**src/rtl/seven_segment_scan_decoder.sv**
```systemverilog
// Reader side of a multiplexed 7-segment bus: synchronises segment/enable lines, waits for a
// stable pattern on a one-hot digit select and decodes it back to a per-digit hex value.
module seven_segment_scan_decoder #(
    parameter int NUM_DIGITS     = 2,
    parameter int STABLE_CYCLES  = 4,
    parameter bit SEG_ACTIVE_LOW = 1'b0,
    localparam int IW = (NUM_DIGITS > 1) ? $clog2(NUM_DIGITS) : 1
) (
    input  logic                    i_Clk,
    input  logic                    i_Rst_L,
    input  logic [6:0]              i_Segments,
    input  logic [NUM_DIGITS-1:0]   i_Digit_En,
    output logic [4*NUM_DIGITS-1:0] o_Digits,
    output logic [NUM_DIGITS-1:0]   o_Digit_Valid,
    output logic                    o_Update,
    output logic [IW-1:0]           o_Update_Idx,
    output logic                    o_Error,
    output logic [7:0]              o_Err_Count
);
    // state  | meaning
    // IDLE   | digit select empty or multi-hot; nothing being tracked
    // TRACK  | counting consecutive identical samples of {seg,en}
    // HOLD   | current pattern already committed; wait for it to change

    localparam int PW = 7 + NUM_DIGITS;
    localparam int CW = $clog2(STABLE_CYCLES + 1);

    typedef enum logic [1:0] {S_IDLE, S_TRACK, S_HOLD} state_t;

    state_t                  state_q, state_d;
    logic [CW-1:0]           stab_q, stab_d;
    logic [PW-1:0]           sync1_q, sync2_q, prev_q, pair;
    logic [NUM_DIGITS-1:0]   en;
    logic [6:0]              c_seg;
    logic [NUM_DIGITS-1:0]   c_en;
    logic [IW-1:0]           c_idx;
    logic                    commit;
    logic [3:0]              dec_val;
    logic                    dec_ok, dec_blank;

    logic [4*NUM_DIGITS-1:0] digits_q, digits_d;
    logic [NUM_DIGITS-1:0]   valid_q, valid_d;
    logic                    update_q, update_d, error_q, error_d;
    logic [IW-1:0]           idx_q, idx_d;
    logic [7:0]              err_cnt_q, err_cnt_d;

    assign pair  = sync2_q ^ {PW{SEG_ACTIVE_LOW}};
    assign en    = pair[NUM_DIGITS-1:0];
    // prev_q holds the last sample; at commit time it is the pattern that proved stable
    assign c_seg = prev_q[PW-1:NUM_DIGITS];
    assign c_en  = prev_q[NUM_DIGITS-1:0];

    always_comb begin
        c_idx = '0;
        for (int k = 0; k < NUM_DIGITS; k++) begin
            if (c_en[k]) c_idx = IW'(k);
        end
    end

    always_comb begin
        dec_val   = 4'h0;
        dec_ok    = 1'b1;
        dec_blank = 1'b0;
        case (c_seg)
            7'h7E: dec_val = 4'h0;
            7'h30: dec_val = 4'h1;
            7'h6D: dec_val = 4'h2;
            7'h79: dec_val = 4'h3;
            7'h33: dec_val = 4'h4;
            7'h5B: dec_val = 4'h5;
            7'h5F: dec_val = 4'h6;
            7'h70: dec_val = 4'h7;
            7'h7F: dec_val = 4'h8;
            7'h7B: dec_val = 4'h9;
            7'h77: dec_val = 4'hA;
            7'h1F: dec_val = 4'hB;
            7'h4E: dec_val = 4'hC;
            7'h3D: dec_val = 4'hD;
            7'h4F: dec_val = 4'hE;
            7'h47: dec_val = 4'hF;
            7'h00: begin dec_ok = 1'b0; dec_blank = 1'b1; end
            default: dec_ok = 1'b0;
        endcase
    end

    always_comb begin
        state_d = state_q;
        stab_d  = stab_q;
        commit  = 1'b0;
        unique case (state_q)
            S_IDLE: begin
                if ($onehot(en)) begin
                    state_d = S_TRACK;
                    stab_d  = CW'(1);
                end
            end
            S_TRACK: begin
                commit = (stab_q == CW'(STABLE_CYCLES));
                if (pair == prev_q) begin
                    if (commit) state_d = S_HOLD;
                    else        stab_d  = stab_q + CW'(1);
                end else if ($onehot(en)) begin
                    stab_d = CW'(1);
                end else begin
                    state_d = S_IDLE;
                    stab_d  = '0;
                end
            end
            S_HOLD: begin
                if (pair != prev_q) begin
                    if ($onehot(en)) begin
                        state_d = S_TRACK;
                        stab_d  = CW'(1);
                    end else begin
                        state_d = S_IDLE;
                        stab_d  = '0;
                    end
                end
            end
            default: begin
                state_d = S_IDLE;
                stab_d  = '0;
            end
        endcase
    end

    always_comb begin
        digits_d  = digits_q;
        valid_d   = valid_q;
        idx_d     = idx_q;
        err_cnt_d = err_cnt_q;
        update_d  = 1'b0;
        error_d   = 1'b0;
        if (commit) begin
            if (dec_ok) begin
                digits_d[4*c_idx +: 4] = dec_val;
                valid_d[c_idx]         = 1'b1;
                update_d               = 1'b1;
                idx_d                  = c_idx;
            end else if (dec_blank) begin
                valid_d[c_idx] = 1'b0;
                update_d       = 1'b1;
                idx_d          = c_idx;
            end else begin
                valid_d[c_idx] = 1'b0;
                error_d        = 1'b1;
                if (err_cnt_q != 8'hFF) err_cnt_d = err_cnt_q + 8'd1;
            end
        end
    end

    always_ff @(posedge i_Clk or negedge i_Rst_L) begin
        if (!i_Rst_L) begin
            sync1_q   <= '0;
            sync2_q   <= '0;
            prev_q    <= '0;
            state_q   <= S_IDLE;
            stab_q    <= '0;
            digits_q  <= '0;
            valid_q   <= '0;
            update_q  <= 1'b0;
            error_q   <= 1'b0;
            idx_q     <= '0;
            err_cnt_q <= '0;
        end else begin
            sync1_q   <= {i_Segments, i_Digit_En};
            sync2_q   <= sync1_q;
            prev_q    <= pair;
            state_q   <= state_d;
            stab_q    <= stab_d;
            digits_q  <= digits_d;
            valid_q   <= valid_d;
            update_q  <= update_d;
            error_q   <= error_d;
            idx_q     <= idx_d;
            err_cnt_q <= err_cnt_d;
        end
    end

    assign o_Digits      = digits_q;
    assign o_Digit_Valid = valid_q;
    assign o_Update      = update_q;
    assign o_Update_Idx  = idx_q;
    assign o_Error       = error_q;
    assign o_Err_Count   = err_cnt_q;

endmodule
```
**config.mk**
```make
export PLATFORM = sky130hd
export DESIGN_NAME = seven_segment_scan_decoder
export DESIGN_NICKNAME = d
export VERILOG_FILES = /design/src/rtl/seven_segment_scan_decoder.sv
export SDC_FILE = /design/constraint.sdc
export NUM_CORES = 1
export LEC_CHECK = 0
export ABC_AREA = 1
export CORE_AREA = 2 2 85 79
export CTS_BUF_LIST = sky130_fd_sc_hd__clkbuf_4 sky130_fd_sc_hd__clkbuf_8
export DETAILED_ROUTE_END_ITERATION = 8
export DIE_AREA = 0 0 87 81
export MAX_ROUTING_LAYER = met4
export PLACE_DENSITY = 0.69
export SLEW_MARGIN = 10
export SYNTH_ARGS = -nofsm -noshare
export SYNTH_HDL_FRONTEND = slang
export SYNTH_SLANG_ARGS = --single-unit
export TNS_END_PERCENT = 20
```
**constraint.sdc**
```tcl
create_clock -name i_Clk -period 2.1 [get_ports i_Clk]
set_clock_uncertainty 0.05 [all_clocks]
set_input_delay 0.315 -clock i_Clk [delete_from_list [all_inputs] [get_ports i_Clk]]
set_output_delay 0.315 -clock i_Clk [all_outputs]
set_load 0.02 [all_outputs]
```
Word-level counts from Yosys, hierarchy flattened
Index checks and enable logic that the tools add are counted.

storage, ports and cells
  flip-flop bits (word level) = 53
  input port bits = 11
  output and inout port bits = 21
  word-level logic and storage cells = 92

operators by class
  add/subtract/negate cells = 4
  magnitude comparators = 2
  equal/unequal tests = 28
  shift-type cells = 2
  muxes and demuxes = 30
  bitwise logic cells = 5
  reduce and logical (&&, ||, !) cells = 10

operators by type and width
  cell                      count
  $eq A7 B7 Y1 const B      12
  $pmux W4 S15              1
  $neg A3 Y34               1
  $shift A4 B34 Y8 const A  1
  $shiftx A4 B34 Y8         1
  $eq A7 B6 Y1 const B      3
  $reduce_or A16 Y1         1
  $mux W1                   15
  $mux W2                   6
  $mux W3                   4
  $eq A9 B9 Y1              1
  $ne A3 B3 Y1 const B      3
  $ne A9 B9 Y1              1
  $pmux W3 S3               1
  $add A8 B1 Y8 const B     1
  $bwmux W8                 1
  $ne A8 B8 Y1 const B      1
  $reduce_and A4 Y1         2
  $eq A7 B5 Y1 const B      1
  $logic_not A7 Y1          1
  $pmux W2 S3               1
  $eq A2 B1 Y1 const B      2
  $ne A2 B2 Y1 const B      2
  $reduce_and A2 Y1         2
  other kinds (15)          16

Longest topological paths before layout
Gate-level depths: netlist (run 1).

  word-level depth = 8
  gate-level depth with buffers = 12

Worst setup path after synthesis (run 1)
Ideal clock, no wire load.

  path kind = register to register
  start = register err_cnt_q[0] (netlist: o_Err_Count[0])
  end = register err_cnt_q[2] (netlist: o_Err_Count[2])
  arrival time = 1.530 ns
  path slack = 0.399 ns
  stages on the path, launching flop included = 8
  period minus slack after synthesis = 1.701 ns
  cell sequence = dfrtp_1 > ha_1 > nand3_1 > nor2_1 > a31oi_2 > nand4_4 > nand2_1 > nand2_1

between the ends
  longest elaborated chain between the ends = 2
  elaborated cells on any way between the ends = 3

ends and longest elaborated chain
  item                                                   RTL line  text
  from (decl)                                            45        logic [7:0] err_cnt_q, err_cnt_d;
  from (signal assigned)                                 176       err_cnt_q <= err_cnt_d;
  branches (longest 2 deep; another with $add A8 B1 Y8)  --

Several ways; the timed one is not identified.
A chain may end at the register's enable or synchronous reset.

Worst setup path in the final report (run 1)
  start = register err_cnt_q[0] (netlist: o_Err_Count[0])
  end = output port o_Err_Count[0]

RTL lines
  item       RTL line  text
  to (decl)  18        output logic [7:0] o_Err_Count

No word-level cell between the ends.

==> results of run 1 <==
per-stage QoR:
step                      total power [uW]  cells  utilization  hold slack [ns]  cell area (sq um)
after global routing                  2070    407        0.483            0.116               3030
after detailed placement              1350    399        0.467            0.285               2930
after floorplan                       1270    290            -          -0.0306               2500
final                                 1950    407        0.483           0.0453               3030
after global placement                1350    399        0.467            0.282               2930
after CTS                             1970    407        0.483           0.0802               3030
power breakdown:
part           internal [uW]  total, uW  leakage (uW)  switching [uW]
clock                    274        619     0.0000518             344
combinational           81.3        227      0.000810             146
sequential              1070       1100      0.000673            37.1
layer usage:
layer,share of wire,GRT usage
met1,0.52,0.201
met2,0.42,0.217
met3,0.045,0.0346
met4,0.014,0.0422
met5,0,-
state kept, by name (all words and copies together), names as in the netlist, named ones only:
| signal | flops |
|---|---|
| o_Digits | 8 |
| o_Err_Count | 8 |
| o_Error | 1 |
| o_Update | 1 |
| o_Update_Idx | 1 |
| pair | 9 |
| prev_q | 9 |
| stab_q | 3 |
| state_q | 2 |
| sync1_q | 9 |
logic make-up (layout without fill, tap and decap cells):
group           after synthesis  after routing  share of synthesized area
buf+inv                      38             80                     0.0569
fa+ha+maj                     3              3                     0.0150
simple gates                170            170                      0.321
xor+xnor                     14             14                     0.0489
flops                        53             53                      0.529
compound gates               12             12                     0.0285
layout make-up:
cell class,instances,area [sq um],share of cell area
inverter,38,143,0.0471
clock buffer,6,82.6,0.0273
multi-input combinational,199,1040,0.342
sequential,53,1330,0.438
clock inverter,2,17.5,0.00579
timing repair buffer,34,328,0.108
tap,75,93.8,0.0310
worst paths after layout:
path	end	slack, ns	depth (start not counted)
hold reg to reg	pair[6]	0.30	0
max in group asynchronous	state_q[0]	1.53	2
setup / recovery	o_Err_Count[0]	0.33	1
min in group i_Clk	pair[6]	0.30	0
hold / removal	pair[6]	0.05	2
setup reg to reg	o_Err_Count[5]	0.37	8
placed cells by master, fill, tap and decap left out, drive strengths merged, types with 5 or more instances in the layout:
| master | n |
|---|---|
| dfrtp | 53 |
| clkbuf | 6 |
| clkdlybuf4s50 | 30 |
| nand2 | 91 |
| nor3 | 5 |
| o21ai | 10 |
| xnor2 | 10 |
| inv | 37 |
| nand4 | 10 |
| nand3 | 24 |
| nor2 | 39 |
==> results.toml, run 1 <==
[clock_network]
cts.reportedPaths.clkPinSlew_ns = 0.10
cts_tree = "yes"
cts_setup_buffers = 0
cts_made_buffers = 5
cts_sinks = 53
cts-root-buf = "clkbuf_8"
ctsHoldBuffers = 0
htreeDepth = 2
cts_buffer_depth = 2
clk_latency_ns = 0.31
cts_resized = 0

[route]
vias_per_cell = 4.61
antenna_left = 0
initialDrtViolationCount = 145
via_count = 1876
routedWlPerCell_microns = 11.2
drt_wl_total_microns = 4540
route.detailed.drc = 0
dr.pass1.iters = 4

[global_route]
grt_pass1_vias = 1753
grt_pass1_wl_microns = 7840
antenna_found_initial = 0
grt_util_all_layers = 0.146
grt_overflow = 0
grt_max_degree = 54

[power_and_ir_drop]
p_per_area_nw_per_um2 = 644
ir_drop_mv = 0.325
power.leakage_uw = 0.00153

[synthesis]
synth_top_flop_cell = "dfrtp_1"
ys_seq_area_frac = 0.529
synth_most_common_cell = "nand2_1"
synth_area_sq_um = 2500
synth_edf_count = 0
ys_types = 25
synth_common_cells = "86 x nand2_1, 53 x dfrtp_1, 31 x nor2_1"
syn_nets = 304
synth.top_cell.area_share = 0.529
synth_cells = 290
syn_avg_cell_area_sq_um = 8.64
ys_seq_elements = 53
ys_warn_count = 0
ys_top_cells_by_area = "dfrtp_1 53%, nand2_1 13%, nor2_1 4.6%"
async_flop_share = 1.00
synth_top_area_cell = "dfrtp_1"

[run_status]
status = "completed"

[floorplan]
rows = 28
die_area_sq_um = 7050
fp.dieW_microns = 87
ios = 32
fp.dieH_microns = 81
initial_utilization = 0.399
core_sq_um = 6270

[worst_setup_path]
crit_path_max_incr_delay_ns = 0.64
cp_num_buf_inv = 1
cp_max_fo = 5
worstPathRequired_ns = 1.74
r2r_start = "prev_q[7]"
end_kind = "output port"
crit_start = "o_Err_Count[0]"
crit_family = "buffers and inverters"
crit_slowest_cell = "clkdlybuf4s50_1"
start_kind = "flip-flop"
crit_chain = "clkdlybuf4s50_1"
path_class = "flip-flop to output port"
cp.arrival_ns = 1.41

[sta]
maxSlewHeadroom = 0.586
report.final.slew_viol_count = 0
period_minus_slack_ns = 1.77
rsz0062_at_grt = "no"
finalCritPeriodShare = 0.845
max_freq_ghz = 0.564
fin_tns_setup_ns = 0
setup_viol = 0
hold_viol = 0
max_slew.worst_pin.slew_ns = 0.621
setup_ws_ns = 0.327

[layout]
drive_gt1_frac = 0.130
fillCellCount = 597
antennaDiodeCount = 0
final_nets = 345
area_growth_pct = 20.8

[run]
cap_violations = 0

[place]
dp_slack_ns = 0.409
gp_congestion = 0.881
hpwl_microns = 3370
port_buffers = 31

[min_path]
hp-class = "input pin to async pin"
(Power assumes the default switching activity.)
==> run 2: changes to the inputs <==
==> constraint.sdc (replaced) <==
create_clock -name i_Clk -period 1.8 [get_ports i_Clk]
set_clock_uncertainty 0.05 [all_clocks]
set_input_delay 0.27 -clock i_Clk [delete_from_list [all_inputs] [get_ports i_Clk]]
set_output_delay 0.27 -clock i_Clk [all_outputs]
set_load 0.02 [all_outputs]
==> results.toml, run 2 (synthesis gave the netlist of run 1 again) <==
[power_and_ir_drop]
combPwrFrac = 0.117
pwr-share-seq = 0.550
power.leakage_uw = 0.00158
clkPwrFrac = 0.333
ir_drop_mv = 0.410
p_per_area_nw_per_um2 = 755
net-switching-power_uw = 596
internal_power_uw = 1750
power.share.switching = 0.254

[worst_setup_path]
cp.arrival_ns = 1.43
r2r_end = "o_Err_Count[1]"
path_class = "flip-flop to output port"
crit_slowest_cell = "clkdlybuf4s50_1"
crit_family = "buffers and inverters"
cp_max_fo = 4
reg2reg_slack_ns = 0.14
worstPathRequired_ns = 1.48
start_kind = "flip-flop"
crit_path_max_incr_delay_ns = 0.65
reg2regPathDepth = 8
crit_chain = "clkdlybuf4s50_1"
r2r_start = "prev_q[7]"
end_kind = "output port"
cp_num_buf_inv = 1

[clock_network]
cts_tree = "yes"
htreeDepth = 2
clk_latency_ns = 0.31
cts_buffer_depth = 2
cts_sinks = 53
cts-root-buf = "clkbuf_8"
cts_made_buffers = 5
cts.reportedPaths.clkPinSlew_ns = 0.09

[sta]
finalCritPeriodShare = 0.971
rsz0062_at_grt = "no"
max_slew.worst_pin.slew_ns = 0.362
setup_viol = 0
fin_tns_setup_ns = 0
period_minus_slack_ns = 1.75
hold_viol = 0
maxSlewHeadroom = 0.757
max_freq_ghz = 0.572
report.final.slew_viol_count = 0

[floorplan]
die_area_sq_um = 7050
fp.dieW_microns = 87
rows = 28
core_sq_um = 6270
fp.dieH_microns = 81
ios = 32
initial_utilization = 0.399

[layout]
layout.cells.non_filler = 411
drive_gt1_frac = 0.164
finalCoreUtilization = 0.496
final_cell_mix = "83 x nand2_1, 48 x dfrtp_1, 30 x nor2_1, 29 x clkdlybuf4s50_1, 27 x inv_1"
area_growth_pct = 24.2
antennaDiodeCount = 0
final_nets = 350
final_common_cell = "nand2_1"

[run_status]
status = "completed"

[route]
route.detailed.drc = 0
drt_wl_total_microns = 4620
initialDrtViolationCount = 156
dr.pass1.iters = 4
vias_per_cell = 4.67
antenna_left = 0
routedWlPerCell_microns = 11.2
via_count = 1918

[min_path]
min_delay_path_depth = 0
hp-class = "flip-flop to flip-flop"
hold_end = "pair[6]"
hp-start = "sync1_q[6]"

[run]
cap_violations = 0

[place]
port_buffers = 31
placed_cells = 400
hpwl_microns = 3350
gp_congestion = 0.882

[global_route]
grt_pass1_vias = 1734
grt_util_all_layers = 0.147
grt_pass1_wl_microns = 7860
grt_overflow = 0
grt_max_degree = 54
antenna_found_initial = 0
## run 2: cell count changes in the layout (fill, tap and decap cells not counted), moves of 3 or more
cell / change
dfrtp_1: -5
nand2_1: -3
dfrtp_2: +5
buf_4: +3
nand2_2: +3
## run 2: layout make-up
type	instances	area [sq um]
clock buffers	5	68.8
clock inverters	2	35.0
fillers	590	3160
inverters	38	143
multi-input cells	199	1050
flip-flops and latches	53	1330
well taps	75	93.8
repair buffers	39	383
## run 2: timing repair
action                     CTS  global route
setup endpoints to repair    0            17
resized for setup            0            11
hold endpoints to repair    53             0
buffers inserted             0             3
hold buffers                 1             0
## run 2: worst max-delay path by stage
stage / start / endpoint / slack [ns] / cells after the start
floorplan: o_Err_Count[0] / o_Err_Count[2] / 0.1 / 7
global placement: prev_q[3] / o_Err_Count[2] / 0.15 / 10
detailed placement: prev_q[7] / o_Err_Count[5] / 0.10 / 8
CTS: o_Err_Count[0] / o_Err_Count[0] / 0.06 / 2
global route: prev_q[7] / o_Err_Count[1] / 0.002 / 8
finish: o_Err_Count[7] / o_Err_Count[7] / 0.05 / 1
## run 2: power by group through the flow
stage               Combinational, uW  Clock [uW]  Sequential [uW]
floorplan                         182           0             1300
global placement                  264           0             1310
detailed placement                270           0             1310
CTS                               271         799             1290
global route                      318         865             1300
finish                            275         782             1290
## run 2: layer usage
layer | part of all wire | vias to the layer above | routed length, microns | global-route usage
li1 | - | 996 | - | -
met5 | 0 | - | 0 | -
met2 | 0.42 | 47 | 1930 | 0.197
met1 | 0.54 | 872 | 2480 | 0.217
met4 | 0.0082 | 0 | 38 | 0.0531
met3 | 0.037 | 3 | 171 | 0.0315
## run 2: per-stage QoR
step | total power [uW] | setup WS [ns] | cell area, sq um | hold slack [ns]
after detailed placement | 1580 | 0.103 | 2950 | 0.230
final | 2350 | 0.0524 | 3110 | 0.297
after CTS | 2360 | 0.0576 | 3060 | 0.305
after global placement | 1570 | 0.149 | 2950 | 0.232
after floorplan | 1480 | 0.0992 | 2500 | -0.0756
after global routing | 2480 | 0.00220 | 3110 | 0.307
